<file path="src/rtl/boot_pkg.sv">
// Shared types for the boot sequencer: FSM state encoding and error codes.
package boot_pkg;

  typedef enum logic [2:0] {
    ST_HDR  = 3'd0,
    ST_DATA = 3'd1,
    ST_CHK  = 3'd2,
    ST_HOLD = 3'd3,
    ST_RUN  = 3'd4,
    ST_ERR  = 3'd5
  } boot_state_e;

  localparam logic [1:0] ERR_NONE = 2'd0;
  localparam logic [1:0] ERR_LEN  = 2'd1;
  localparam logic [1:0] ERR_TMO  = 2'd2;
  localparam logic [1:0] ERR_CHK  = 2'd3;

  // States in which the byte stream is being consumed.
  function automatic logic st_rx(boot_state_e s);
    return (s == ST_HDR) || (s == ST_DATA) || (s == ST_CHK);
  endfunction

endpackage

</file>
<file path="src/rtl/boot_byte_asm.sv">
// Little-endian byte-to-word assembler shared by header, data and checksum.
// word is valid while word_done is high (the cycle after the 4th byte).
module boot_byte_asm (
  input  logic        clk,
  input  logic        rst_n,
  input  logic        clr,
  input  logic        byte_vld,
  input  logic [7:0]  byte_data,
  output logic [31:0] word,
  output logic        word_done
);

  logic [1:0]  cnt_q, cnt_d;
  logic [31:0] word_q, word_d;
  logic        done_q, done_d;

  // Place each accepted byte in its lane; pulse done after lane 3.
  always_comb begin
    cnt_d  = cnt_q;
    word_d = word_q;
    done_d = 1'b0;
    if (clr) begin
      cnt_d = 2'd0;
    end else if (byte_vld) begin
      case (cnt_q)
        2'd0:    word_d[7:0]   = byte_data;
        2'd1:    word_d[15:8]  = byte_data;
        2'd2:    word_d[23:16] = byte_data;
        default: word_d[31:24] = byte_data;
      endcase
      cnt_d  = cnt_q + 2'd1;
      done_d = (cnt_q == 2'd3);
    end
  end

  // Assembler registers; a reset mid-word discards the partial word.
  always_ff @(posedge clk or negedge rst_n) begin
    if (!rst_n) begin
      cnt_q  <= 2'd0;
      word_q <= 32'd0;
      done_q <= 1'b0;
    end else begin
      cnt_q  <= cnt_d;
      word_q <= word_d;
      done_q <= done_d;
    end
  end

  assign word      = word_q;
  assign word_done = done_q;

endmodule

</file>
<file path="src/rtl/core_boot_ctrl.sv">
// Boot/reset sequencer: receives a length-prefixed word stream over a byte
// link, writes it into instruction ROM, then releases the core reset.
// Optional trailing checksum word enabled by defining BOOT_CHECKSUM_EN.
module core_boot_ctrl
  import boot_pkg::*;
#(
  parameter int ADDR_W   = 10,
  parameter int RST_HOLD = 8,
  parameter int TIMEOUT  = 65535
) (
  input  logic              CLK,
  input  logic              rst_n,
  input  logic              InValid,
  input  logic [7:0]        InData,
  output logic              InReady,
  input  logic              Reboot,
  output logic              ROMWE,
  output logic [ADDR_W-1:0] ROMWADDR,
  output logic [31:0]       ROMWData,
  output logic              CoreRstN,
  output logic              Busy,
  output logic              Err,
  output logic [1:0]        ErrCode
);

  localparam int TW = $clog2(TIMEOUT + 1);
  localparam int HW = $clog2(RST_HOLD + 1);
  localparam logic [TW-1:0]     TMO_LAST  = TW'(TIMEOUT - 1);
  localparam logic [TW-1:0]     TMO_ONE   = TW'(1);
  localparam logic [HW-1:0]     HOLD_LAST = HW'(RST_HOLD - 1);
  localparam logic [HW-1:0]     HOLD_ONE  = HW'(1);
  localparam logic [ADDR_W-1:0] ADDR_ONE  = ADDR_W'(1);
  localparam logic [32:0]       LEN_MAX   = 33'(1) << ADDR_W;
`ifdef BOOT_CHECKSUM_EN
  localparam boot_state_e ST_END = ST_CHK;
`else
  localparam boot_state_e ST_END = ST_HOLD;
`endif

  boot_state_e       state_q, state_d;
  logic [ADDR_W-1:0] wcnt_q, wcnt_d;
  logic [ADDR_W-1:0] last_q, last_d;
  logic [HW-1:0]     hold_q, hold_d;
  logic [TW-1:0]     tmo_q, tmo_d;
  logic              act_q, act_d;
  logic [1:0]        code_q, code_d;
  logic              core_rstn_q, core_rstn_d;
  logic              rdy_en_q, rdy_en_d;
`ifdef BOOT_CHECKSUM_EN
  logic [31:0]       sum_q, sum_d;
`endif

  logic        accept, counting, tmo_exp;
  logic [31:0] asm_word;
  logic        asm_done;

  assign accept   = InValid && InReady;
  // Header timeout is armed only once a frame has begun.
  assign counting = (state_q == ST_DATA) || (state_q == ST_CHK) ||
                    ((state_q == ST_HDR) && act_q);
  assign tmo_exp  = counting && !accept && (tmo_q == TMO_LAST);

  boot_byte_asm u_asm (
    .clk       (CLK),
    .rst_n     (rst_n),
    .clr       (!st_rx(state_q)),
    .byte_vld  (accept),
    .byte_data (InData),
    .word      (asm_word),
    .word_done (asm_done)
  );

  // Next-state, counters and error capture.
  always_comb begin
    state_d     = state_q;
    wcnt_d      = wcnt_q;
    last_d      = last_q;
    hold_d      = hold_q;
    tmo_d       = tmo_q;
    act_d       = act_q;
    code_d      = code_q;
    rdy_en_d    = 1'b1;
`ifdef BOOT_CHECKSUM_EN
    sum_d       = sum_q;
`endif
    if (accept) begin
      tmo_d = '0;
      act_d = 1'b1;
    end else if (counting) begin
      tmo_d = tmo_q + TMO_ONE;
    end
    unique case (state_q)
      ST_HDR: begin
        if (asm_done) begin
          wcnt_d = '0;
          last_d = asm_word[ADDR_W-1:0] - ADDR_ONE;
`ifdef BOOT_CHECKSUM_EN
          sum_d  = asm_word;
`endif
          if ({1'b0, asm_word} > LEN_MAX) begin
            state_d = ST_ERR;
            code_d  = ERR_LEN;
          end else if (asm_word == 32'd0) begin
            state_d = ST_END;
          end else begin
            state_d = ST_DATA;
          end
        end else if (tmo_exp) begin
          state_d = ST_ERR;
          code_d  = ERR_TMO;
        end
      end
      ST_DATA: begin
        if (asm_done) begin
          wcnt_d = wcnt_q + ADDR_ONE;
`ifdef BOOT_CHECKSUM_EN
          sum_d  = sum_q + asm_word;
`endif
          if (wcnt_q == last_q) state_d = ST_END;
        end else if (tmo_exp) begin
          state_d = ST_ERR;
          code_d  = ERR_TMO;
        end
      end
`ifdef BOOT_CHECKSUM_EN
      ST_CHK: begin
        if (asm_done) begin
          if (asm_word == sum_q) begin
            state_d = ST_HOLD;
          end else begin
            state_d = ST_ERR;
            code_d  = ERR_CHK;
          end
        end else if (tmo_exp) begin
          state_d = ST_ERR;
          code_d  = ERR_TMO;
        end
      end
`endif
      ST_HOLD: begin
        tmo_d = '0;
        act_d = 1'b0;
        if (hold_q == HOLD_LAST) begin
          hold_d  = '0;
          state_d = ST_RUN;
        end else begin
          hold_d = hold_q + HOLD_ONE;
        end
      end
      ST_RUN: begin
        if (Reboot) begin
          state_d = ST_HDR;
          wcnt_d  = '0;
          hold_d  = '0;
          tmo_d   = '0;
          act_d   = 1'b0;
        end
      end
      default: state_d = state_q;
    endcase
    core_rstn_d = (state_d == ST_RUN);
  end

  // Control and counter registers.
  always_ff @(posedge CLK or negedge rst_n) begin
    if (!rst_n) begin
      state_q     <= ST_HDR;
      wcnt_q      <= '0;
      last_q      <= '0;
      hold_q      <= '0;
      tmo_q       <= '0;
      act_q       <= 1'b0;
      code_q      <= ERR_NONE;
      core_rstn_q <= 1'b0;
      rdy_en_q    <= 1'b0;
    end else begin
      state_q     <= state_d;
      wcnt_q      <= wcnt_d;
      last_q      <= last_d;
      hold_q      <= hold_d;
      tmo_q       <= tmo_d;
      act_q       <= act_d;
      code_q      <= code_d;
      core_rstn_q <= core_rstn_d;
      rdy_en_q    <= rdy_en_d;
    end
  end

`ifdef BOOT_CHECKSUM_EN
  // Running modulo-2^32 sum of the header word and all data words.
  always_ff @(posedge CLK or negedge rst_n) begin
    if (!rst_n) sum_q <= 32'd0;
    else        sum_q <= sum_d;
  end
`endif

  assign InReady  = rdy_en_q && st_rx(state_q);
  assign ROMWE    = asm_done && (state_q == ST_DATA);
  assign ROMWADDR = wcnt_q;
  assign ROMWData = asm_word;
  assign CoreRstN = core_rstn_q;
  assign Busy     = st_rx(state_q) || (state_q == ST_HOLD);
  assign Err      = (state_q == ST_ERR);
  assign ErrCode  = code_q;

endmodule

</file>
<file path="config.mk">
export PLATFORM = sky130hd
export DESIGN_NAME = core_boot_ctrl
export DESIGN_NICKNAME = d
export VERILOG_FILES = /design/src/rtl/boot_pkg.sv /design/src/rtl/boot_byte_asm.sv /design/src/rtl/core_boot_ctrl.sv
export SDC_FILE = /design/constraint.sdc
export NUM_CORES = 1
export LEC_CHECK = 0
export BUFFER_PORTS_ARGS = -buffer_cell sky130_fd_sc_hd__buf_2
export CAP_MARGIN = 10
export CORE_ASPECT_RATIO = 0.7
export CORE_UTILIZATION = 51
export DETAILED_ROUTE_END_ITERATION = 10
export GPL_TIMING_DRIVEN = 0
export PLACE_DENSITY = 0.84
export SLEW_MARGIN = 20
export SYNTH_ARGS = -nofsm -noshare
export SYNTH_HDL_FRONTEND = slang
export SYNTH_SLANG_ARGS = --single-unit
</file>
<file path="constraint.sdc">
create_clock -name CLK -period 1.7 [get_ports CLK]
set_input_delay 0 -clock CLK [delete_from_list [all_inputs] [get_ports CLK]]
set_output_delay 0 -clock CLK [all_outputs]
set_load 0.05 [all_outputs]
</file>
* Word level (Yosys, flattened, before mapping)
Cells that the tools add are included.
** Cells by class
- Bitwise operators :: 1
- Muxes and demuxes :: 32
- $lt $le $gt $ge :: 1
- Equality and inequality tests :: 18
- $add $sub $neg :: 5
- Reductions and logical operators :: 27
** Operators with widths (number)
- 16-bit 2-to-1 mux :: 3
- 32-bit by 11-bit greater-than comparator with 1-bit output (second input constant) :: 1
- 32-bit logical NOT :: 1
- 16-bit one-hot mux with 2 select lines :: 1
- 10-bit 2-to-1 mux :: 3
- 10-bit one-hot mux with 3 select lines :: 1
- 3-bit 2-to-1 mux :: 7
- 16-bit by 1-bit adder with 16-bit output (second input constant) :: 1
- 16-bit == test (second input constant) :: 1
- 3-bit AND reduction :: 5
- 2-bit 2-to-1 mux :: 7
- 3-bit one-hot mux with 4 select lines :: 1
- 10-bit by 1-bit adder with 10-bit output (second input constant) :: 1
- 10-bit == test :: 1
- 10-bit by 1-bit subtractor with 10-bit output (second input constant) :: 1
- 3-bit == test (second input constant) :: 3
- 4-bit 2-to-1 mux :: 2
- 4-bit one-hot mux with 2 select lines :: 1
- 3-bit by 2-bit == test with 1-bit output (second input constant) :: 2
- 1-bit logical AND :: 6
- 2-bit != test (second input constant) :: 3
- 1-bit logical OR :: 5
- 4-bit by 1-bit adder with 4-bit output (second input constant) :: 1
- 2-bit == test (second input constant) :: 2
- other kinds (18) :: 24
** Word-level totals
- Register bits :: 83
- Input bits :: 12

* Logic depth before layout (Yosys ltp)
- Depth after elaboration :: 12
- Gate-level depth with buffers :: 7
- Gate-level depth less buffers :: 7

* Hierarchy
From an unflattened synthesis, not the netlist that was laid out.
** Second synthesis, totals
- Cell total of the unflattened synthesis :: 370
- Area total of the unflattened synthesis :: 4121.5 um^2
** Modules (own cells, without submodules)
- core_boot_ctrl :: cells each 286, times used 1, area each 2680.1 um^2, seq. area each 1201.2 um^2
- boot_byte_asm :: cells each 84, times used 1, area each 1441.4 um^2, seq. area each 875.8 um^2

* Least setup slack after synthesis
Ideal clock, no wire load.
- Path type :: flip-flop to flip-flop
- Start point :: reg state_q[2]
- End point :: reg state_q[1]
- Slack :: -0.665 ns
- Stages on the path, launching flop included :: 6
- Library setup time :: 0.066 ns
- Arrival :: 2.299 ns
- Period minus slack after synthesis :: 2.365 ns
- Cells stage by stage :: dfrtp_1 > buf_6 > nor3_1 > nand4_1 > nor3_1 > a221o_1
** On the way
- Cells in the longest elaborated chain, start to end :: 11
- Elaborated cells on any way between the ends :: 19
- Those cells by class :: 4 x eq/ne; 4 x mux; 11 x reduce/logical
** Ends and longest elaborated chain
- from (decl) :: line core_boot_ctrl.sv:40 : boot_state_e state_q, state_d;
- from (signal assigned) :: line core_boot_ctrl.sv:177 : state_q <= state_d;
- 3-bit by 1-bit == test with 1-bit output / 3-bit logical NOT (equally long branches)
- 1-bit logical OR (2 in a row) :: line boot_pkg.sv:20 : return (s == ST_HDR) || (s == ST_DATA) || (s == ST_CHK);
- 1-bit logical AND :: line core_boot_ctrl.sv:197 : assign InReady = rdy_en_q && st_rx(state_q);
- 1-bit logical AND :: line core_boot_ctrl.sv:57 : assign accept = InValid && InReady;
- 1-bit logical NOT :: line core_boot_ctrl.sv:61 : assign tmo_exp = counting && !accept && (tmo_q == TMO_LAST);
- 1-bit logical AND (2 in a row) :: line core_boot_ctrl.sv:61
- 3-bit 2-to-1 mux :: line core_boot_ctrl.sv:108, core_boot_ctrl.sv:120
- 3-bit 2-to-1 mux, on equally long branches :: line core_boot_ctrl.sv:114, core_boot_ctrl.sv:94
- 3-bit one-hot mux with 4 select lines (*) :: line core_boot_ctrl.sv:92 : unique case (state_q)
- via state_d[1] :: line core_boot_ctrl.sv:40
Mark *: on every way through the listed nets, which the timed path passes. The rest lies on a longest branch.
A chain may end at the register's enable or synchronous reset.

* Worst setup path in the final report
- Start point :: reg u_asm.word_q[25], in the netlist u_asm.word[25]
- End point :: reg code_q[1], in the netlist ErrCode[1]
** On the way
- Cells in the longest elaborated chain, start to end :: 3
** Ends and longest elaborated chain
- from (decl) :: line boot_byte_asm.sv:14 : logic [31:0] word_q, word_d;
- from (signal assigned) :: line boot_byte_asm.sv:44 : word_q <= word_d;
- 32-bit by 11-bit greater-than comparator with 1-bit output :: line core_boot_ctrl.sv:100 : if ({1'b0, asm_word} > LEN_MAX) begin
- 3-bit != test (no line)
- 3-bit AND reduction (no line)
- to (signal assigned) :: line core_boot_ctrl.sv:183 : code_q <= code_d;
- to (decl) :: line core_boot_ctrl.sv:46 : logic [1:0] code_q, code_d;
No other way between the ends.

==> run summary <==
Status = finished, violations left
Failing checks = negative setup slack
Syn avg cell area = 11.07 µm²
Die area = 8443 µm²
HP Class = input port to asynchronous set/reset pin
Max-slew violation count = 0
Hold Slack = 105.4 ps
Per-cell routed wire length = 17.07 µm
Tot GR Track Use = 24.26%
CTS tree = yes
Final Power = 9.439 mW
CP required = 1940 ps
FILL cells = 526
Pre-antenna DRT Iters = 4
Worst setup SP type = flip-flop
Mapped Cells = 372
Worst setup margin = -105.3 ps
Synth Flop Type = dfrtp_1
Number of buffers on the longest clock path = 2
Placed inst area = 4609 µm²
Clock Latency Late Sink = 350 ps
EDFF count, synth = 0
FF-to-FF setup slack = -110 ps
Diode count = 0
Area share of the largest cell type after synthesis = 50.44%
Fmax = 0.5539 GHz
Most frequent cell after synthesis = dfrtp_1
Critical path's slowest cell = dfrtp_2
Static Leak = 2.432 nW
Worst reg2reg path depth = 6
DPL Wire Length = 6421 µm
Final #Nets = 494
Largest family of logic cells by synthesized area = simple AND/OR/NAND/NOR gates
Max Cap Violations = 0
Total negative slack = -311.9 ps
Ys async rst share = 100.0%
Final worst path period need = 1805 ps
First-pass GRT wire length = 15610 µm
Inst Count DP = 534
Tcrit/Tclk final = 106.2%
Number of CTS-inserted buffers = 9
Antenna violations before repair = 0
CP Cell Sequence = nor4_4, nand4_1, a2111oi_4, buf_4, nor3b_4, o21a_1
Largest net degree at the start of global routing = 61
Clock-pin slew on the worst setup and hold paths = 70 ps
Leading area contributor after synthesis = dfrtp_1
Crit Path Max Fanout = 3
YS warnings = 0
Synth top area cells = dfrtp_1 50%, mux2_2 8.8%, xnor2_1 6.2%, nor2_1 4.2%, ha_1 3.0%
Xor/xnor share of the synthesized area = 8.508%
Power density cells = 1713 nW/µm²
Mux share of post-synthesis cell area = 9.025%
Vias in the first global route = 3157
CP Data Arrival Time = 2040 ps
Vias = 3226
CP Capture Type = flip-flop
Synth Register Bits = 83
Syn_nets = 394
Final Skew = 10.95 ps
Final GP Congestion = 0.8056
Synth Area in Simple Gates = 18.44%
Reg2Reg Launch Point = u_asm.word[25]
Critical path class = flip-flop to flip-flop
Initial core utilization = 52.54%
IO Count = 61
Mapped Area = 4118 µm²
Seq/Total Area, Yosys = 50.44%
DRC Markers = 0
Synth Area in Compound Gates = 7.931%
Final hold vios = 0
CTS Root Cell = clkbuf_16
H-tree depth = 3
Cell Rows = 27
# setup viols final = 7
Non-Filler Instances = 578
Area Overhead vs Synth = 33.79%
Post-DR vias/cell = 5.581
Overflow after GRT = 0
Die Width = 109.4 µm
Synth Area in Adders = 3.039%
Die Y-Extent = 77.18 µm
Final ANT Viol Nets = 0
Clk sinks = 83
DR iter-0 viols = 204
Worst IR Drop VDD = 1.461 mV
Most frequent cells after synthesis = 83 x dfrtp_1, 46 x nor2_1, 32 x mux2_2, 29 x xnor2_1, 23 x nand2_1
RSZ-0062 raised after global routing = true
Max incr delay on CP = 430 ps
Design area = 5509 µm²
DRT Wirelength = 9869 µm
Core Area = 7838 µm²
Worst R2R End = ErrCode[1]
Buffers added on ports = 60
Layout cell share with drive strength beyond 1 = 41.93%
Distinct cells, synth = 56
how the worst max path moves through the flow:
stage                         startpoint         end
after floorplan               state_q[2]  state_q[1]
after global placement    u_asm.word[25]  ErrCode[0]
after detailed placement  u_asm.word[25]  ErrCode[0]
after CTS                  u_asm.word[1]  ErrCode[1]
after global routing       u_asm.word[0]  ErrCode[1]
final                     u_asm.word[25]  ErrCode[1]
layer usage:
layer	wire (µm)	GRT usage [%]	vias up	share of wire (%)
met4	132	5.733	0	1.3
met5	0	0	-	0
met3	499	8.248	14	5.1
met2	4660	36.86	94	47
met1	4577	33.35	1599	46
li1	-	-	1519	-
cell type report:
cell class                 count  area, µm²  share of cell area [%]
multi-input combinational    268       2273                   41.27
sequential                    83       2091                   37.95
timing repair buffer          90      599.3                   10.88
clock buffer                  12      266.5                   4.838
tap                          101      126.4                   2.294
buffer                         9      75.07                   1.363
inverter                      11      45.04                  0.8176
clock inverter                 4      32.53                  0.5905
critical path, delay by kind of cell (launching register included):
kind	cells	cell delay, ps
buf+inv	1	200
flops	1	430
simple gates	3	630
compound gates	2	430
report_power, final:
group	switching, mW	internal, mW	leakage [nW]
combinational	2.86	1.49	1.23
clock	0.807	1.12	0.141
sequential	0.688	2.48	1.06
cells by family after synthesis:
family / count (synthesis)
AO/OA/AOI/OAI: 43
XOR/XNOR: 40
adder cells (fa/ha/maj): 10
buffers and inverters: 21
flip-flops: 83
multiplexers: 33
other: 1
AND/OR/NAND/NOR: 141
state kept, by name, indices dropped and copies added (netlist names):
name	cells
CoreRstN	1
ErrCode	2
ROMWADDR	10
act_q	1
hold_q	4
last_q	10
rdy_en_q	1
state_q	3
tmo_q	16
u_asm.cnt_q	2
u_asm.word	32
u_asm.word_done	1
through the flow:
step / util (%) / setup WS, ps
after floorplan: - / -145.7
after global placement: 58.43 / -178.6
after detailed placement: 58.81 / -193.1
after CTS: 66.09 / -89.69
after global routing: 70.29 / -169.3
final: 70.29 / -105.3
cell usage in the layout, fill, tap and decap left out, types with 5 or more instances in the layout:
| master | count |
|---|---|
| o21ai_0 | 5 |
| nor2_1 | 43 |
| dfrtp_2 | 11 |
| buf_4 | 17 |
| nand3_1 | 9 |
| buf_6 | 6 |
| xnor2_1 | 29 |
| nor4_4 | 6 |
| clkbuf_16 | 9 |
| a21oi_1 | 13 |
| xor2_1 | 11 |
| dfrtp_1 | 72 |
| ha_1 | 9 |
| dlygate4sd3_1 | 10 |
| inv_1 | 8 |
| nor3_2 | 6 |
| nand4_1 | 9 |
| nand2_1 | 22 |
| mux2_2 | 32 |
| nor3_1 | 6 |
| buf_2 | 59 |
repair_timing:
item                                   in CTS  in global routing
setup endpoints to repair                  19                 63
pin swaps                                   6                  9
gates cloned                                1                  0
gates resized for setup                    22                 45
endpoints found under the hold margin     116                  0
setup buffers                               5                 13
hold buffers                               10                  0
Note: power is estimated with default switching activity, not from simulation.
